### config.mk
export PLATFORM = sky130hd
export DESIGN_NAME = mux4_rr_sched
export DESIGN_NICKNAME = d
export VERILOG_FILES = /design/src/rtl/mux4_rr_sched.sv
export SDC_FILE = /design/constraint.sdc
export NUM_CORES = 1
export LEC_CHECK = 0
export BUFFER_PORTS_ARGS = -buffer_cell sky130_fd_sc_hd__buf_2
export CAP_MARGIN = 10
export CORE_AREA = 5 5 42 44
export DETAILED_ROUTE_END_ITERATION = 12
export DIE_AREA = 0 0 47 49
export GPL_ROUTABILITY_DRIVEN = 0
export PLACE_DENSITY = 0.76
export SLEW_MARGIN = 25
export SYNTH_ARGS = -nofsm -noshare
export SYNTH_HDL_FRONTEND = slang
export SYNTH_SLANG_ARGS = --single-unit
### constraint.sdc
create_clock -name clk -period 3.49 [get_ports clk]
set_clock_uncertainty 0.2 [all_clocks]
set_input_delay 0.698 -clock clk [delete_from_list [all_inputs] [get_ports clk]]
set_output_delay 0.698 -clock clk [all_outputs]
set_load 0.01 [all_outputs]
### src/rtl/mux4_rr_sched.sv
// ============================================================================
// mux4_rr_sched
// ----------------------------------------------------------------------------
// Round-robin scheduler that sits in front of the shared 4:1 2-bit select mux.
// It picks one of four requesters, drives the mux select and a one-hot grant,
// and counts accepted beats against the downstream ready. A grant ends when
// the granted requester drops its request or when it has transferred
// BURST_MAX beats. The scheduler then re-arbitrates on the same edge, so
// there is no idle bubble between back-to-back bursts.
//
// Parameters
//   BURST_MAX : maximum accepted beats per grant (1..15)
//   CNT_W     : beat counter width, must be able to hold BURST_MAX
//
// Ports
//   clk     in   1  system clock, all state updates on the rising edge
//   rstn    in   1  synchronous active-low reset
//   req     in   4  request per requester, held high while it has data
//   dst_rdy in   1  downstream accepts the mux output this cycle
//   sel     out  2  registered mux select, index of the granted requester
//   gnt     out  4  registered one-hot grant, all-zero when idle
//   beat    out  1  combinational transfer strobe: busy & req[sel] & dst_rdy
//   busy    out  1  registered, a grant is active
// ============================================================================
module mux4_rr_sched #(
    parameter int BURST_MAX = 4,
    parameter int CNT_W     = 4
) (
    input  logic       clk,
    input  logic       rstn,
    input  logic [3:0] req,
    input  logic       dst_rdy,
    output logic [1:0] sel,
    output logic [3:0] gnt,
    output logic       beat,
    output logic       busy
);

    typedef enum logic {
        IDLE  = 1'b0,
        GRANT = 1'b1
    } state_t;

    localparam logic [CNT_W-1:0] CNT_LAST = CNT_W'(BURST_MAX - 1);

    state_t           state_q, state_d;
    logic [1:0]       sel_q,   sel_d;
    logic [3:0]       gnt_q,   gnt_d;
    logic             busy_q,  busy_d;
    logic [1:0]       ptr_q,   ptr_d;
    logic [CNT_W-1:0] cnt_q,   cnt_d;

    logic       any_req;
    logic [1:0] arb_base;
    logic [1:0] winner;
    logic       release_grant;

    // Pick the first set request starting one past 'last', with wrap.
    // Iterating from the lowest priority offset down to the highest means
    // the last assignment that hits is the highest-priority requester, and
    // 'last' itself (offset 4, i.e. 0) ends up lowest priority.
    function automatic logic [1:0] rr_pick(input logic [3:0] r,
                                           input logic [1:0] last);
        logic [1:0] idx;
        logic [1:0] pick;
        pick = last;
        for (int i = 4; i >= 1; i--) begin
            idx = last + i[1:0];
            if (r[idx]) begin
                pick = idx;
            end
        end
        return pick;
    endfunction

    assign beat    = busy_q & req[sel_q] & dst_rdy;
    assign any_req = |req;

    // While granted the pointer always equals sel, but re-arbitration is
    // defined relative to the current select, so use it directly there.
    assign arb_base = (state_q == GRANT) ? sel_q : ptr_q;
    assign winner   = rr_pick(req, arb_base);

    // A requester dropping req and the last beat of a burst can coincide;
    // either one ends the grant and they collapse into a single release.
    assign release_grant = (state_q == GRANT) &&
                           (!req[sel_q] || (beat && (cnt_q == CNT_LAST)));

    always_ff @(posedge clk) begin
        if (!rstn) begin
            state_q <= IDLE;
            sel_q   <= 2'd0;
            gnt_q   <= 4'd0;
            busy_q  <= 1'b0;
            ptr_q   <= 2'd3;
            cnt_q   <= '0;
        end else begin
            state_q <= state_d;
            sel_q   <= sel_d;
            gnt_q   <= gnt_d;
            busy_q  <= busy_d;
            ptr_q   <= ptr_d;
            cnt_q   <= cnt_d;
        end
    end

    always_comb begin
        state_d = state_q;
        sel_d   = sel_q;
        gnt_d   = gnt_q;
        busy_d  = busy_q;
        ptr_d   = ptr_q;
        cnt_d   = cnt_q;

        unique case (state_q)
            IDLE: begin
                gnt_d  = 4'd0;
                busy_d = 1'b0;
                if (any_req) begin
                    state_d = GRANT;
                    sel_d   = winner;
                    gnt_d   = 4'b0001 << winner;
                    busy_d  = 1'b1;
                    ptr_d   = winner;
                    cnt_d   = '0;
                end
            end

            GRANT: begin
                if (release_grant) begin
                    // A lone requester that just hit the burst limit wins
                    // again here and simply starts a fresh burst.
                    if (any_req) begin
                        state_d = GRANT;
                        sel_d   = winner;
                        gnt_d   = 4'b0001 << winner;
                        busy_d  = 1'b1;
                        ptr_d   = winner;
                        cnt_d   = '0;
                    end else begin
                        // sel keeps its last value while idle.
                        state_d = IDLE;
                        gnt_d   = 4'd0;
                        busy_d  = 1'b0;
                        cnt_d   = '0;
                    end
                end else if (beat) begin
                    cnt_d = cnt_q + CNT_W'(1);
                end
            end

            default: begin
                state_d = IDLE;
            end
        endcase
    end

    assign sel  = sel_q;
    assign gnt  = gnt_q;
    assign busy = busy_q;

endmodule

; Yosys cells after proc, flatten, opt, wreduce, memory -nomap -nowiden
; Cells that the tools add are included.
[totals]
input_bits = 7
out_inout_bits = 8
wordCells = 58
register_bits = 14
[classes]
order_cmp = 4
n_addsub = 4
n_eq_ne = 4
bitwise_logic = 3
n_reduce_logical = 6
n_shift = 1
mux = 30
[ops]
columns = op, n
row1 = 2-to-1 mux 4 bit, 5
row2 = 2-to-1 mux 2 bit, 8
row3 = case mux 4 bit (2 select lines), 2
row4 = < comparator 2 x 3 -> 1 bit (second input constant), 4
row5 = binary-select mux 1 bit (select 2 bit), 4
row6 = case mux 2 bit (2 select lines), 2
row7 = 2-to-1 mux 1 bit, 7
row8 = adder 2 bit (second input constant), 2
row9 = adder 4 x 1 -> 4 bit (second input constant), 1
row10 = equality test 4 x 2 -> 1 bit (second input constant), 1
row11 = case mux 1 bit (2 select lines), 2
row12 = OR reduction 4 bit, 1
row13 = << shifter 1 x 2 -> 4 bit (first input constant), 1
row14 = inequality test 3 x 2 -> 1 bit (second input constant), 1
row15 = adder 2 x 1 -> 2 bit (second input constant), 1
row16 = bitwise AND 1 bit, 2
row17 = logical AND 1 bit, 2
row18 = inequality test 2 x 1 -> 1 bit (second input constant), 1
row19 = inequality test 2 bit (second input constant), 1
row20 = AND reduction 2 bit, 1
row21 = zero test 1 bit, 1
row22 = logical OR 1 bit, 1
row23 = NOT 1 bit, 1

; Longest topological paths before layout
[logic_depth]
ltp_word = 11
mapped_depth = 7

; Least setup slack after synthesis
; OpenSTA, ideal clock, no wires.
[synth_path]
path_kind = input-to-output
startpoint = in req[3]
endpoint = out beat
stages = 3
setup_slack_ns = 1.078
t_arrival_ns = 1.514
path_buffers = 1
path_cell_list = mux4_2 and3_2 buf_6
[synth_between]
elab_chain_len = 4
[synth_lines]
columns = element, line
row1 = "start, declared", 31  ; input logic [3:0] req,
row2 = binary-select mux 1 bit (select 2 bit), 76  ; assign beat = busy_q & req[sel_q] & dst_rdy;
row3 = 2-to-1 mux 1 bit (implied by the code), 76
row4 = bitwise AND 1 bit (2 in series), 76
row5 = "end, declared", 35  ; output logic beat,
; Every way passes these cells. The select of a mux whose other input is x is not followed.

; Final worst setup path
; Ends and elaborated chain as after synthesis.

==> impl_metrics.json <==
{
  "outcome": "finished clean",
  "relSlewSlack_pct": 71.5,
  "synth_area_um2": 677,
  "p_comb_share_pct": 26.2,
  "fin_nets": 95,
  "wirelength_mm": 1.29,
  "netlist-cell-type-count": 33,
  "htreeDepth": 1,
  "postCtsResizedCells": 0,
  "route.met2.wl_um": 664,
  "crit_fanout": 5,
  "synthesis.nets": 79,
  "power.density_nw_per_um2": 531,
  "p_seq_share_pct": 46.1,
  "cts_max_path_buffers": 2,
  "worstMarginPinSlew_ns": 0.416,
  "core-area_um2": 1400,
  "place_ws_ns": 0.865,
  "clk_pin_slew_ns": 0.08,
  "worstPathArrival_ns": 1.73,
  "firstDrtPassIters": 4,
  "avgSynthCellArea_um2": 9.53,
  "min_period_ns": 2.63,
  "antenna_found_initial": 0,
  "drc": 0,
  "clockRootBuffer": "clkbuf_4",
  "sw_frac_of_total_pct": 29.4,
  "routed_via_density": 5.53,
  "max_stage_delay_ns": 0.49,
  "netlist_instances": 71,
  "grt_usage_pct": 13.1,
  "slowest_stage": "mux4_2",
  "postCtsHoldBufs": 0,
  "wl_met3_um": 54,
  "area_growth_pct": 14.8,
  "end_kind": "primary output",
  "cp-start-kind": "primary input",
  "max_clock_freq_mhz": 380,
  "worstPathRequired_ns": 2.59,
  "p_leak_uw": 0.000346,
  "fin_util_pct": 55.4,
  "drv_cap": 0,
  "hold_class": "flip-flop to flip-flop",
  "p_clk_share_pct": 27.8,
  "period_share_pct": 75.3,
  "ant_nets": 0,
  "pin_count": 15,
  "drive_above_1_share_pct": 29.1,
  "cts_tree": "yes",
  "synth_area_leader_cell": "dfxtp_1",
  "rows": 14,
  "initial_core_util_pct": 48.3,
  "hold_viol": 0,
  "wl_per_cell_um": 12.7,
  "grt-ovfl-total": 0,
  "highest_layer": "met4",
  "grt_pass1_wl_mm": 2.17,
  "clkSinkCount": 14,
  "grt_pass1_vias": 525,
  "ys_seq_area_share_pct": 41.4,
  "die_h_um": 49,
  "drt_iter0_markers": 7,
  "num_antenna_cells": 0,
  "die_area_um2": 2300,
  "crit_chain": "buf_2, mux4_2, and3_2, buf_2",
  "synth-seq-cells": 14,
  "setup_viol": 0,
  "p_switching_uw": 122,
  "slew_violations": 0,
  "cts_setup_buffers": 0,
  "power.internal_uw": 291,
  "clock_latency_ns": 0.27,
  "m1WireLength_um": 564,
  "cts_buffers": 3,
  "power_uw": 413,
  "yosys-top-cells-area": "dfxtp_1, mux2i_1, nand2_1",
  "vias": 564,
  "crit_path_frequent_cell": "buf_2",
  "max-vdd-ir-drop_mv": 0.262,
  "yosys_warnings": 0,
  "rsz0062_at_grt": "no",
  "tns_ns": 0,
  "fin_ws_ns": 0.861,
  "critPathKind": "primary input to primary output",
  "io_buffers": 14,
  "synth_top_cell_area_share_pct": 41.4,
  "grt_max_degree": 13,
  "die_w_um": 47
}
## worst max-delay path: cells and delay by family
| kind | cells | cell delay (ns) |
|---|---|---|
| and+or+nand+nor | 1 | 0.27 |
| muxes | 1 | 0.49 |
| buffers and inverters | 2 | 0.27 |
## metrics by stage
step / instance area [um^2] / instances / hold slack, ns
2_1_floorplan: 677 / 71 / 0.263
3_3_place_gp: 741 / 98 / 0.253
3_5_place_dp: 741 / 98 / 0.260
4_1_cts: 777 / 102 / 0.275
5_1_grt: 777 / 102 / 0.307
6_report: 777 / 102 / 0.272
## routing by layer
metal / vias up / GRT usage, %
met5: - / 0
met4: 0 / 7.37
met3: 2 / 4.80
met2: 9 / 19.5
met1: 268 / 15.7
li1: 285 / -
## Yosys cell counts (all sizes together)
| library cell | count |
|---|---|
| a211oi | 2 |
| a21o | 1 |
| a21oi | 1 |
| and2 | 3 |
| and3 | 2 |
| buf | 2 |
| clkbuf | 1 |
| dfxtp | 14 |
| ha | 1 |
| inv | 2 |
| mux2 | 1 |
| mux2i | 3 |
| mux4 | 1 |
| nand2 | 9 |
| nand2b | 3 |
| nand4 | 1 |
| nand4b | 1 |
| nor2 | 8 |
| o211a | 1 |
| o211ai | 2 |
| o21a | 1 |
| o21ai | 3 |
| o22ai | 4 |
| o32ai | 1 |
| xnor2 | 1 |
| xor2 | 2 |
## power groups by stage
stage	sequential (uW)	clock [uW]	combinational (uW)
2_1_floorplan	198	0	77.6
3_3_place_gp	193	0	106
3_5_place_dp	194	0	108
4_1_cts	190	120	108
5_1_grt	193	128	120
6_report	190	115	108
## layout make-up
cell class | count | area [um^2]
sequential | 14 | 280
tap | 16 | 20.0
timing repair buffer | 14 | 70.1
multi-input combinational | 52 | 363
inverter | 2 | 7.51
clock buffer | 4 | 36.3
fill | 136 | 624
## final timing paths
| kind | cells past startpoint | from | slack (ns) | end |
|---|---|---|---|---|
| worst max-delay path | 4 | req[3] | 0.86 | beat |
| worst min-delay path | 2 | gnt[1]$_SDFFE_PN0P_ | 0.27 | gnt[1]$_SDFFE_PN0P_ |
| worst max register to register | 5 | state_q$_SDFF_PN0_ | 1.36 | ptr_q[0]$_SDFFE_PN1P_ |
| worst min register to register | 2 | gnt[1]$_SDFFE_PN0P_ | 0.27 | gnt[1]$_SDFFE_PN0P_ |
## state kept, by name, summed over array words and instances, names as in the netlist
| name | cells |
|---|---|
| busy | 1 |
| state_q | 1 |
| cnt_q | 4 |
| ptr_q | 2 |
| sel | 2 |
| gnt | 4 |
## layout by cell type, fill, tap and decap left out
master / instances
nand2_1: 8
o211a_1: 1
nor2_1: 8
and2_2: 1
a21o_1: 1
o21ai_1: 1
mux4_2: 1
and2_1: 2
a21oi_1: 1
nand4b_1: 1
xnor2_1: 1
buf_2: 14
o211ai_2: 1
o21ai_0: 2
inv_1: 2
nand2_2: 1
and3_2: 1
o211ai_1: 1
dfxtp_1: 14
and3_1: 1
a211oi_1: 1
nand4_1: 1
mux2i_1: 3
o22ai_1: 4
xor2_1: 2
nand2b_1: 2
o21a_1: 1
o32ai_1: 1
clkbuf_8: 1
mux2_1: 1
a211oi_2: 1
nand2b_4: 1
ha_1: 1
clkbuf_4: 3
## cell families after synthesis
family,count (synthesis),share of synthesized area (%)
flops,14,41.4
fa+ha+maj,1,1.85
buf+inv,5,4.99
simple gates,27,20.9
xor+xnor,3,3.88
compound gates,16,17.6
mux,5,9.43
Note: power is estimated with default switching activity, not from simulation.
